### src/rtl/axil_register_responder_pkg.sv
// Shared constants, types and helpers for the AXI4-Lite register responder.
// Holds response codes, fixed word indices and the default ID word.
package axil_register_responder_pkg;

    localparam logic [1:0]  RESP_OKAY        = 2'b00;
    localparam logic [1:0]  RESP_SLVERR      = 2'b10;

    localparam int unsigned IDX_ID           = 32'd0;
    localparam int unsigned IDX_COUNTER      = 32'd1;
    localparam int unsigned IDX_SCRATCH0     = 32'd2;

    localparam logic [31:0] ID_VALUE_DEFAULT = 32'h4E49_4331;

    typedef enum logic [0:0] {
        R_IDLE = 1'b0,
        R_RESP = 1'b1
    } rd_state_e;

    function automatic logic [31:0] merge_bytes(input logic [31:0] old_word,
                                                input logic [31:0] new_word,
                                                input logic [3:0]  strb);
        logic [31:0] merged;
        merged = old_word;
        for (int b = 0; b < 4; b++) begin
            if (strb[b]) begin
                merged[8*b +: 8] = new_word[8*b +: 8];
            end
        end
        return merged;
    endfunction

endpackage

### src/rtl/axil_write_join.sv
// Pairs independently arriving AW and W beats; emits one commit pulse per pair
// and keeps both held until the write response is accepted.
module axil_write_join #(
    parameter int unsigned W_ADDR = 32'd12
) (
    input  logic              clk,
    input  logic              rst_n,
    input  logic              awvalid,
    output logic              awready,
    input  logic [W_ADDR-1:0] awaddr,
    input  logic              wvalid,
    output logic              wready,
    input  logic [31:0]       wdata,
    input  logic [3:0]        wstrb,
    input  logic              bvalid,
    input  logic              bready,
    output logic [W_ADDR-1:0] addr,
    output logic [31:0]       data,
    output logic [3:0]        strb,
    output logic              commit
);

    logic              ready_en_r;
    logic              aw_held_r;
    logic              w_held_r;
    logic              committed_r;
    logic              commit_r;
    logic [W_ADDR-1:0] addr_r;
    logic [31:0]       data_r;
    logic [3:0]        strb_r;

    // ready_en_r keeps the readies low until the first cycle after reset release
    assign awready = ready_en_r & ~aw_held_r & ~bvalid;
    assign wready  = ready_en_r & ~w_held_r & ~bvalid;
    assign addr    = addr_r;
    assign data    = data_r;
    assign strb    = strb_r;
    assign commit  = commit_r;

    // Holding registers, pairing state and the registered commit pulse.
    always_ff @(posedge clk or negedge rst_n) begin
        if (!rst_n) begin
            ready_en_r  <= 1'b0;
            aw_held_r   <= 1'b0;
            w_held_r    <= 1'b0;
            committed_r <= 1'b0;
            commit_r    <= 1'b0;
            addr_r      <= '0;
            data_r      <= 32'd0;
            strb_r      <= 4'd0;
        end else begin
            ready_en_r <= 1'b1;
            if (bvalid && bready) begin
                aw_held_r   <= 1'b0;
                w_held_r    <= 1'b0;
                committed_r <= 1'b0;
                commit_r    <= 1'b0;
                addr_r      <= '0;
                data_r      <= 32'd0;
                strb_r      <= 4'd0;
            end else begin
                if (awvalid && awready) begin
                    aw_held_r <= 1'b1;
                    addr_r    <= awaddr;
                end
                if (wvalid && wready) begin
                    w_held_r <= 1'b1;
                    data_r   <= wdata;
                    strb_r   <= wstrb;
                end
                commit_r <= aw_held_r & w_held_r & ~committed_r;
                if (aw_held_r && w_held_r) begin
                    committed_r <= 1'b1;
                end
            end
        end
    end

endmodule

### src/rtl/axil_register_responder.sv
// AXI4-Lite slave exposing an ID word, a free-running cycle counter and
// byte-writable scratch words; reads and writes proceed independently.
module axil_register_responder
    import axil_register_responder_pkg::*;
#(
    parameter int unsigned N_REGS   = 32'd16,
    parameter int unsigned W_ADDR   = 32'd12,
    parameter logic [31:0] ID_VALUE = ID_VALUE_DEFAULT
) (
    input  logic              axil_aclk,
    input  logic              axil_aresetn,
    input  logic              s_axil_awvalid,
    output logic              s_axil_awready,
    input  logic [W_ADDR-1:0] s_axil_awaddr,
    input  logic              s_axil_wvalid,
    output logic              s_axil_wready,
    input  logic [31:0]       s_axil_wdata,
    input  logic [3:0]        s_axil_wstrb,
    output logic              s_axil_bvalid,
    input  logic              s_axil_bready,
    output logic [1:0]        s_axil_bresp,
    input  logic              s_axil_arvalid,
    output logic              s_axil_arready,
    input  logic [W_ADDR-1:0] s_axil_araddr,
    output logic              s_axil_rvalid,
    input  logic              s_axil_rready,
    output logic [31:0]       s_axil_rdata,
    output logic [1:0]        s_axil_rresp
);

    logic [W_ADDR-1:0] waddr_s;
    logic [31:0]       wdata_s;
    logic [3:0]        wstrb_s;
    logic              commit_s;
    logic [31:0]       widx_s;
    logic [31:0]       ridx_s;
    logic              w_mapped_s;
    logic [31:0]       rd_word_s;
    logic [1:0]        rd_resp_s;
    logic              unused_addr_bits_s;

    logic [31:0]       counter_r;
    logic [31:0]       scratch_r [IDX_SCRATCH0:N_REGS-1];
    logic              bvalid_r;
    logic [1:0]        bresp_r;
    rd_state_e         rd_state_r;
    logic              arready_r;
    logic              rvalid_r;
    logic [31:0]       rdata_r;
    logic [1:0]        rresp_r;

    axil_write_join #(.W_ADDR(W_ADDR)) u_write_join (
        .clk     (axil_aclk),
        .rst_n   (axil_aresetn),
        .awvalid (s_axil_awvalid),
        .awready (s_axil_awready),
        .awaddr  (s_axil_awaddr),
        .wvalid  (s_axil_wvalid),
        .wready  (s_axil_wready),
        .wdata   (s_axil_wdata),
        .wstrb   (s_axil_wstrb),
        .bvalid  (bvalid_r),
        .bready  (s_axil_bready),
        .addr    (waddr_s),
        .data    (wdata_s),
        .strb    (wstrb_s),
        .commit  (commit_s)
    );

    // Byte offset bits never take part in decode.
    assign widx_s             = 32'(waddr_s[W_ADDR-1:2]);
    assign ridx_s             = 32'(s_axil_araddr[W_ADDR-1:2]);
    assign w_mapped_s         = (widx_s < N_REGS);
    assign unused_addr_bits_s = ^{waddr_s[1:0], s_axil_araddr[1:0]};

    assign s_axil_bvalid  = bvalid_r;
    assign s_axil_bresp   = bresp_r;
    assign s_axil_arready = arready_r;
    assign s_axil_rvalid  = rvalid_r;
    assign s_axil_rdata   = rdata_r;
    assign s_axil_rresp   = rresp_r;

    // Free-running cycle counter, wraps naturally at 32 bits.
    always_ff @(posedge axil_aclk or negedge axil_aresetn) begin
        if (!axil_aresetn) begin
            counter_r <= 32'd0;
        end else begin
            counter_r <= counter_r + 32'd1;
        end
    end

    // Scratch storage; ID and counter words ignore writes.
    always_ff @(posedge axil_aclk or negedge axil_aresetn) begin
        if (!axil_aresetn) begin
            for (int unsigned i = IDX_SCRATCH0; i < N_REGS; i++) begin
                scratch_r[i] <= 32'd0;
            end
        end else begin
            for (int unsigned i = IDX_SCRATCH0; i < N_REGS; i++) begin
                if (commit_s && (widx_s == i)) begin
                    scratch_r[i] <= merge_bytes(scratch_r[i], wdata_s, wstrb_s);
                end
            end
        end
    end

    // Write response: raised the cycle after commit, held until accepted.
    always_ff @(posedge axil_aclk or negedge axil_aresetn) begin
        if (!axil_aresetn) begin
            bvalid_r <= 1'b0;
            bresp_r  <= 2'b00;
        end else if (commit_s) begin
            bvalid_r <= 1'b1;
            bresp_r  <= w_mapped_s ? RESP_OKAY : RESP_SLVERR;
        end else if (bvalid_r && s_axil_bready) begin
            bvalid_r <= 1'b0;
        end
    end

    // Read decode of the word addressed by araddr.
    always_comb begin
        rd_word_s = 32'd0;
        rd_resp_s = RESP_SLVERR;
        if (ridx_s == IDX_ID) begin
            rd_word_s = ID_VALUE;
            rd_resp_s = RESP_OKAY;
        end else if (ridx_s == IDX_COUNTER) begin
            rd_word_s = counter_r;
            rd_resp_s = RESP_OKAY;
        end else if (ridx_s < N_REGS) begin
            rd_resp_s = RESP_OKAY;
            for (int unsigned i = IDX_SCRATCH0; i < N_REGS; i++) begin
                rd_word_s = (ridx_s == i) ? scratch_r[i] : rd_word_s;
            end
        end else begin
            rd_word_s = 32'd0;
            rd_resp_s = RESP_SLVERR;
        end
    end

    // Read FSM; a same-edge write is not yet visible, so reads see the old value.
    always_ff @(posedge axil_aclk or negedge axil_aresetn) begin
        if (!axil_aresetn) begin
            rd_state_r <= R_IDLE;
            arready_r  <= 1'b0;
            rvalid_r   <= 1'b0;
            rdata_r    <= 32'd0;
            rresp_r    <= 2'b00;
        end else begin
            case (rd_state_r)
                R_IDLE: begin
                    if (arready_r && s_axil_arvalid) begin
                        rd_state_r <= R_RESP;
                        arready_r  <= 1'b0;
                        rvalid_r   <= 1'b1;
                        rdata_r    <= rd_word_s;
                        rresp_r    <= rd_resp_s;
                    end else begin
                        arready_r  <= 1'b1;
                    end
                end
                R_RESP: begin
                    if (s_axil_rready) begin
                        rd_state_r <= R_IDLE;
                        arready_r  <= 1'b1;
                        rvalid_r   <= 1'b0;
                    end
                end
                default: begin
                    rd_state_r <= R_IDLE;
                    arready_r  <= 1'b0;
                    rvalid_r   <= 1'b0;
                end
            endcase
        end
    end

endmodule

### config.mk
export PLATFORM = sky130hd
export DESIGN_NAME = axil_register_responder
export DESIGN_NICKNAME = d
export VERILOG_FILES = /design/src/rtl/axil_register_responder_pkg.sv /design/src/rtl/axil_write_join.sv /design/src/rtl/axil_register_responder.sv
export SDC_FILE = /design/constraint.sdc
export NUM_CORES = 1
export LEC_CHECK = 0
export ABC_AREA = 1
export CAP_MARGIN = 30
export CORE_MARGIN = 10
export CORE_UTILIZATION = 55
export CTS_CLUSTER_DIAMETER = 150
export DETAILED_ROUTE_END_ITERATION = 8
export GPL_ROUTABILITY_DRIVEN = 0
export GPL_TIMING_DRIVEN = 0
export PLACE_DENSITY_LB_ADDON = 0.15
export SLEW_MARGIN = 15
export SYNTH_ARGS = -nofsm -noshare
export SYNTH_HDL_FRONTEND = slang
export SYNTH_HIERARCHICAL = 1
export SYNTH_SLANG_ARGS = --single-unit
### constraint.sdc
create_clock -name axil_aclk -period 2.3 [get_ports axil_aclk]
set_clock_uncertainty 0.15 [all_clocks]
set_input_delay 0.46 -clock axil_aclk [delete_from_list [all_inputs] [get_ports axil_aclk]]
set_output_delay 0.46 -clock axil_aclk [all_outputs]
set_load 0.01 [all_outputs]
---- After elaboration in Yosys (flattened, before gate mapping) ----
Cells that the tools add are included.
Widths: inputs -> output; s select.
storage, ports and cells
  input port bits ......................... 67
  logic and storage cells ................. 244
  register bits after elaboration ......... 573
operators by class
  reduce and logical (&&, ||, !) cells .... 82
  muxes and demuxes ....................... 45
  order comparisons ....................... 2
  add/sub/neg operators ................... 1
  bitwise operators ....................... 11
  equality and inequality tests ........... 31
operators with widths
  kind                   number
  $mux 32                19
  $eq 10x4->1 const B    16
  $reduce_and 2->1       58
  $eq 10x3->1 const B    8
  $eq 10x2->1 const B    4
  $add 32x1->32 const B  1
  $logic_not 32->1       1
  $mux 12                2
  $lt 10x5->1 const B    2
  $logic_and 1x1->1      19
  $mux 1                 15
  $eq 10x1->1 const B    1
  $mux 2                 4
  $mux 4                 2
  $reduce_bool 2->1      4
  $and 1x1->1            6
  $pmux 1 s2             3
  $not 1->1              5
  $ne 2x2->1 const B     2

---- Depth between registers and ports, before layout ----
  depth after elaboration ................. 18
  gate-level depth with buffers ........... 20
  depth with buffers taken out ............ 19

---- Modules after synthesis ----
The synthesis kept the hierarchy.
by module, submodules not included
  module                   cells each  area an instance (um2)  times used  seq. area each (um2)
  axil_register_responder  2923        23821.6                 1           12962.4
  axil_write_join          232         2185.8                  1           1326.3

---- Least setup slack after synthesis ----
Ideal clock, no wire load.
  path type ............................... input to register
  start point ............................. input s_axil_araddr[9]
  end point ............................... register rdata_r[0] (netlist: s_axil_rdata[0])
  path slack .............................. 0.114 ns
  buffers on the path ..................... 2
  arrival ................................. 1.914 ns
  required time ........................... 2.028 ns
  stages .................................. 16
  library setup time ...................... 0.122 ns
  path through ............................ nor2_1 > nand2_1 > nor2_4 > nand2_1 > nor2_1 > buf_4 > buf_2 > a21oi_1 > o21ai_1 > nand2_1 > nand2_1 > nand3_1 > nand2_1 > nand2_1 > nand2_1 > a21oi_1
between the ends
  longest elaborated chain between the ends .. 18
ends and longest elaborated chain
  element                 line                            RTL
  start: declaration      axil_register_responder.sv:24   input logic [W_ADDR-1:0] s_axil_araddr,
  $eq 10x2->1             axil_register_responder.sv:133  rd_word_s = (ridx_s == i) ? scratch_r[i] : rd_word_s;
  $mux 32 (14 in series)  axil_register_responder.sv:133
  $mux 32                 axil_register_responder.sv:130  end else if (ridx_s < N_REGS) begin
  $mux 32                 axil_register_responder.sv:127  end else if (ridx_s == IDX_COUNTER) begin
  $mux 32 *               axil_register_responder.sv:124  if (ridx_s == IDX_ID) begin
  end signal: assignment  axil_register_responder.sv:156  rdata_r <= rd_word_s;
  end: declaration        axil_register_responder.sv:49   logic [31:0] rdata_r;
Every way passes the cells marked *; elsewhere a longest branch is shown, timed or not.
A chain may end at the register's enable or synchronous reset.

---- Final worst setup path ----
  start point ............................. register u_write_join.addr_r[6] (netlist: u_write_join/addr[6])
  end point ............................... register scratch_r[269] (netlist bit)
between the ends
  longest elaborated chain between the ends .. 3
ends and longest elaborated chain
  element                         line                            RTL
  start: declaration              axil_write_join.sv:28           logic [W_ADDR-1:0] addr_r;
  start signal: assignment        axil_write_join.sv:64           addr_r <= awaddr;
  $eq 10x3->1                     axil_register_responder.sv:100  if (commit_s && (widx_s == i)) begin
  $logic_and 1x1->1               axil_register_responder.sv:100
  $reduce_and 2->1 (no line)      -
  end signal: indexed assignment  axil_register_responder.sv:101  scratch_r[i] <= merge_bytes(scratch_r[i], wdata_s, wstrb_s);
  end: declaration                axil_register_responder.sv:43   logic [31:0] scratch_r [IDX_SCRATCH0:N_REGS-1];
Every way passes these cells.

==> impl_metrics.ini <==
[cts]
clockBufferDepth = 3
clock_latency_ns = 0.66
cts_made_buffers = 59
root_buffer = clkbuf_16
htreeDepth = 2
cts_tree = done
cts_sinks = 569
clk_pin_slew_ns = 0.07

[setup_path]
critPathArrivalTime_ns = 2.80
critical_path.max_fanout = 8
required_ns = 2.65
r2r_slack_ns = -0.15
worst_setup_path_start_kind = flip-flop
r2r-start = u_write_join/addr[6]
endpoint_kind = flip-flop
startpoint = u_write_join/addr[6]
setup.worst_path.class = flip-flop to flip-flop

[global_routing]
overflow = 0
grt_pass1_wl_mm = 134
antenna_found_initial = 0
grt.total_usage_pct = 30.3
grt_pass1_vias = 23600
grt_max_degree = 100

[timing]
setup_viol = 204
final-max-slew-violation-count = 0
fmax_ghz = 0.409
slew_headroom_pct = 39.9
finalHoldViolCount = 75
min_period_over_period_pct = 106
grt_setup_unrepaired = yes
hold_slack_ns = -0.345
post-route-min-period_ns = 2.45
tightest_slew_ns = 0.898
tns_ns = -10.66
setup_slack_ns = -0.145

[power]
p_per_area_mw_per_mm2 = 793
p_leak_nw = 16.1
peakVddDrop_mv = 0.827

[outcome]
violations = design-rule violations, negative hold slack, negative setup slack
outcome = finished, violations left

[route]
post_drt_wl_per_cell_um = 22.1
ant_nets = 0
drc = 4
drtIter0Drc = 3339
wirelength_mm = 91.2
vias = 24800
first_pass_iters = 9
vias_per_cell = 6.00

[die]
die_area_sq_mm = 0.0562
fp.dieH_um = 237
core_sq_mm = 0.0466
core.rowCount = 79
die_x_um = 237
initial_core_util_pct = 55.7
ios = 108

[min_path]
holdCritPathClass = primary input to async pin

[placed_design]
hpwl_mm = 62.5
io_buffers = 100
dp_slack_ns = -1.46
placed_area_sq_mm = 0.0279

[synth]
synth_area_sq_mm = 0.0259
avgSynthCellArea_sq_um = 8.24
syn_inst = 3147
yosysWarnings = 6

[final_layout]
finalInstanceArea_sq_mm = 0.0342
n_antenna_cell = 0
drive_gt1_share_pct = 24.0
syn_to_final_growth_pct = 31.8
fin_nets = 3541

[run]
max_cap_violations = 0
per-stage QoR:
step	cells	utilization [%]	power (mW)	hold WS (ns)
detailed placement	3864	59.9	15.7	0.278
floorplan	3148	-	13.4	0.0144
global route	4131	73.4	27.9	-0.305
CTS	4066	69.0	26.5	-0.329
global placement	3855	59.5	15.6	0.266
finish	4131	73.4	27.1	-0.345
power by group:
part           leakage, nW  internal, mW  switching [mW]
clock network         1.06          6.32            4.32
registers             7.82          10.7           0.681
logic                 7.23          1.25            3.82
total                 16.1          18.3            8.82
registers in the layout, summed over array words and instances, names as in the netlist:
name / count
scratch_r: 448
counter_r: 32
s_axil_rdata: 32
u_write_join/data: 32
u_write_join/addr: 10
u_write_join/strb: 4
rd_state_r: 1
s_axil_arready: 1
s_axil_bresp: 1
s_axil_bvalid: 1
s_axil_rresp: 1
s_axil_rvalid: 1
u_write_join/aw_held_r: 1
u_write_join/commit: 1
u_write_join/committed_r: 1
u_write_join/ready_en_r: 1
u_write_join/w_held_r: 1
worst max-delay path: stages (launching register included):
cell and delay [ns]:
dfrtp_1 0.37, or2_1 0.25, nor4_2 0.15, inv_1 0.11, nor2_4 0.11, buf_12 0.14
and3_4 0.20, buf_12 0.15, buf_16 0.16, nand3_4 0.14, buf_6 0.20, nand2_1 0.06
o21ai_1 0.08
metal layers:
layer | track usage, % | wire length [um]
met5 | 0 | 0
met4 | 14.8 | 4940
met3 | 5.99 | 8260
met2 | 47.6 | 42600
met1 | 39.8 | 35400
cell usage in the layout, fill, tap and decap left out, types with 27 or more instances in the layout:
master / count
a21oi_1: 104
a21oi_2: 37
buf_4: 87
buf_6: 105
clkbuf_1: 47
clkbuf_16: 69
clkdlybuf4s50_1: 87
dfrtp_1: 566
inv_1: 226
nand2_1: 835
nand2_2: 81
nand2_4: 32
nand3_1: 176
nand4_1: 82
nor2_1: 153
nor2_2: 30
nor2_4: 46
o21a_1: 27
o21ai_0: 196
o21ai_1: 97
o21ai_2: 96
final timing paths:
check,end,cells after the start
min in group axil_aclk,u_write_join/data[24],3
max in group asynchronous,s_axil_rdata[22],4
hold reg to reg,u_write_join/commit,1
hold / removal,u_write_join/data[3],1
setup reg to reg,scratch_r[269],12
setup / recovery,scratch_r[269],12
area by class of cell:
type                       count  area [sq um]
sequential                   569         14200
fill                        3242         12400
multi-input combinational   2144         11700
timing repair buffer         275          2930
clock buffer                  74          1680
buffer                       162          1310
inverter                     262          1030
tap                          607           759
clock inverter                38           489
timing repair:
item / 4_1_cts / 5_1_grt
setup buffers: 80 / 58
gates cloned: 15 / 15
resized for setup: 513 / 573
pin swaps: 46 / 61
endpoints found under the setup margin: 493 / 479
endpoints found under the hold margin: 75 / 75
Note: power is estimated with default switching activity, not from simulation.
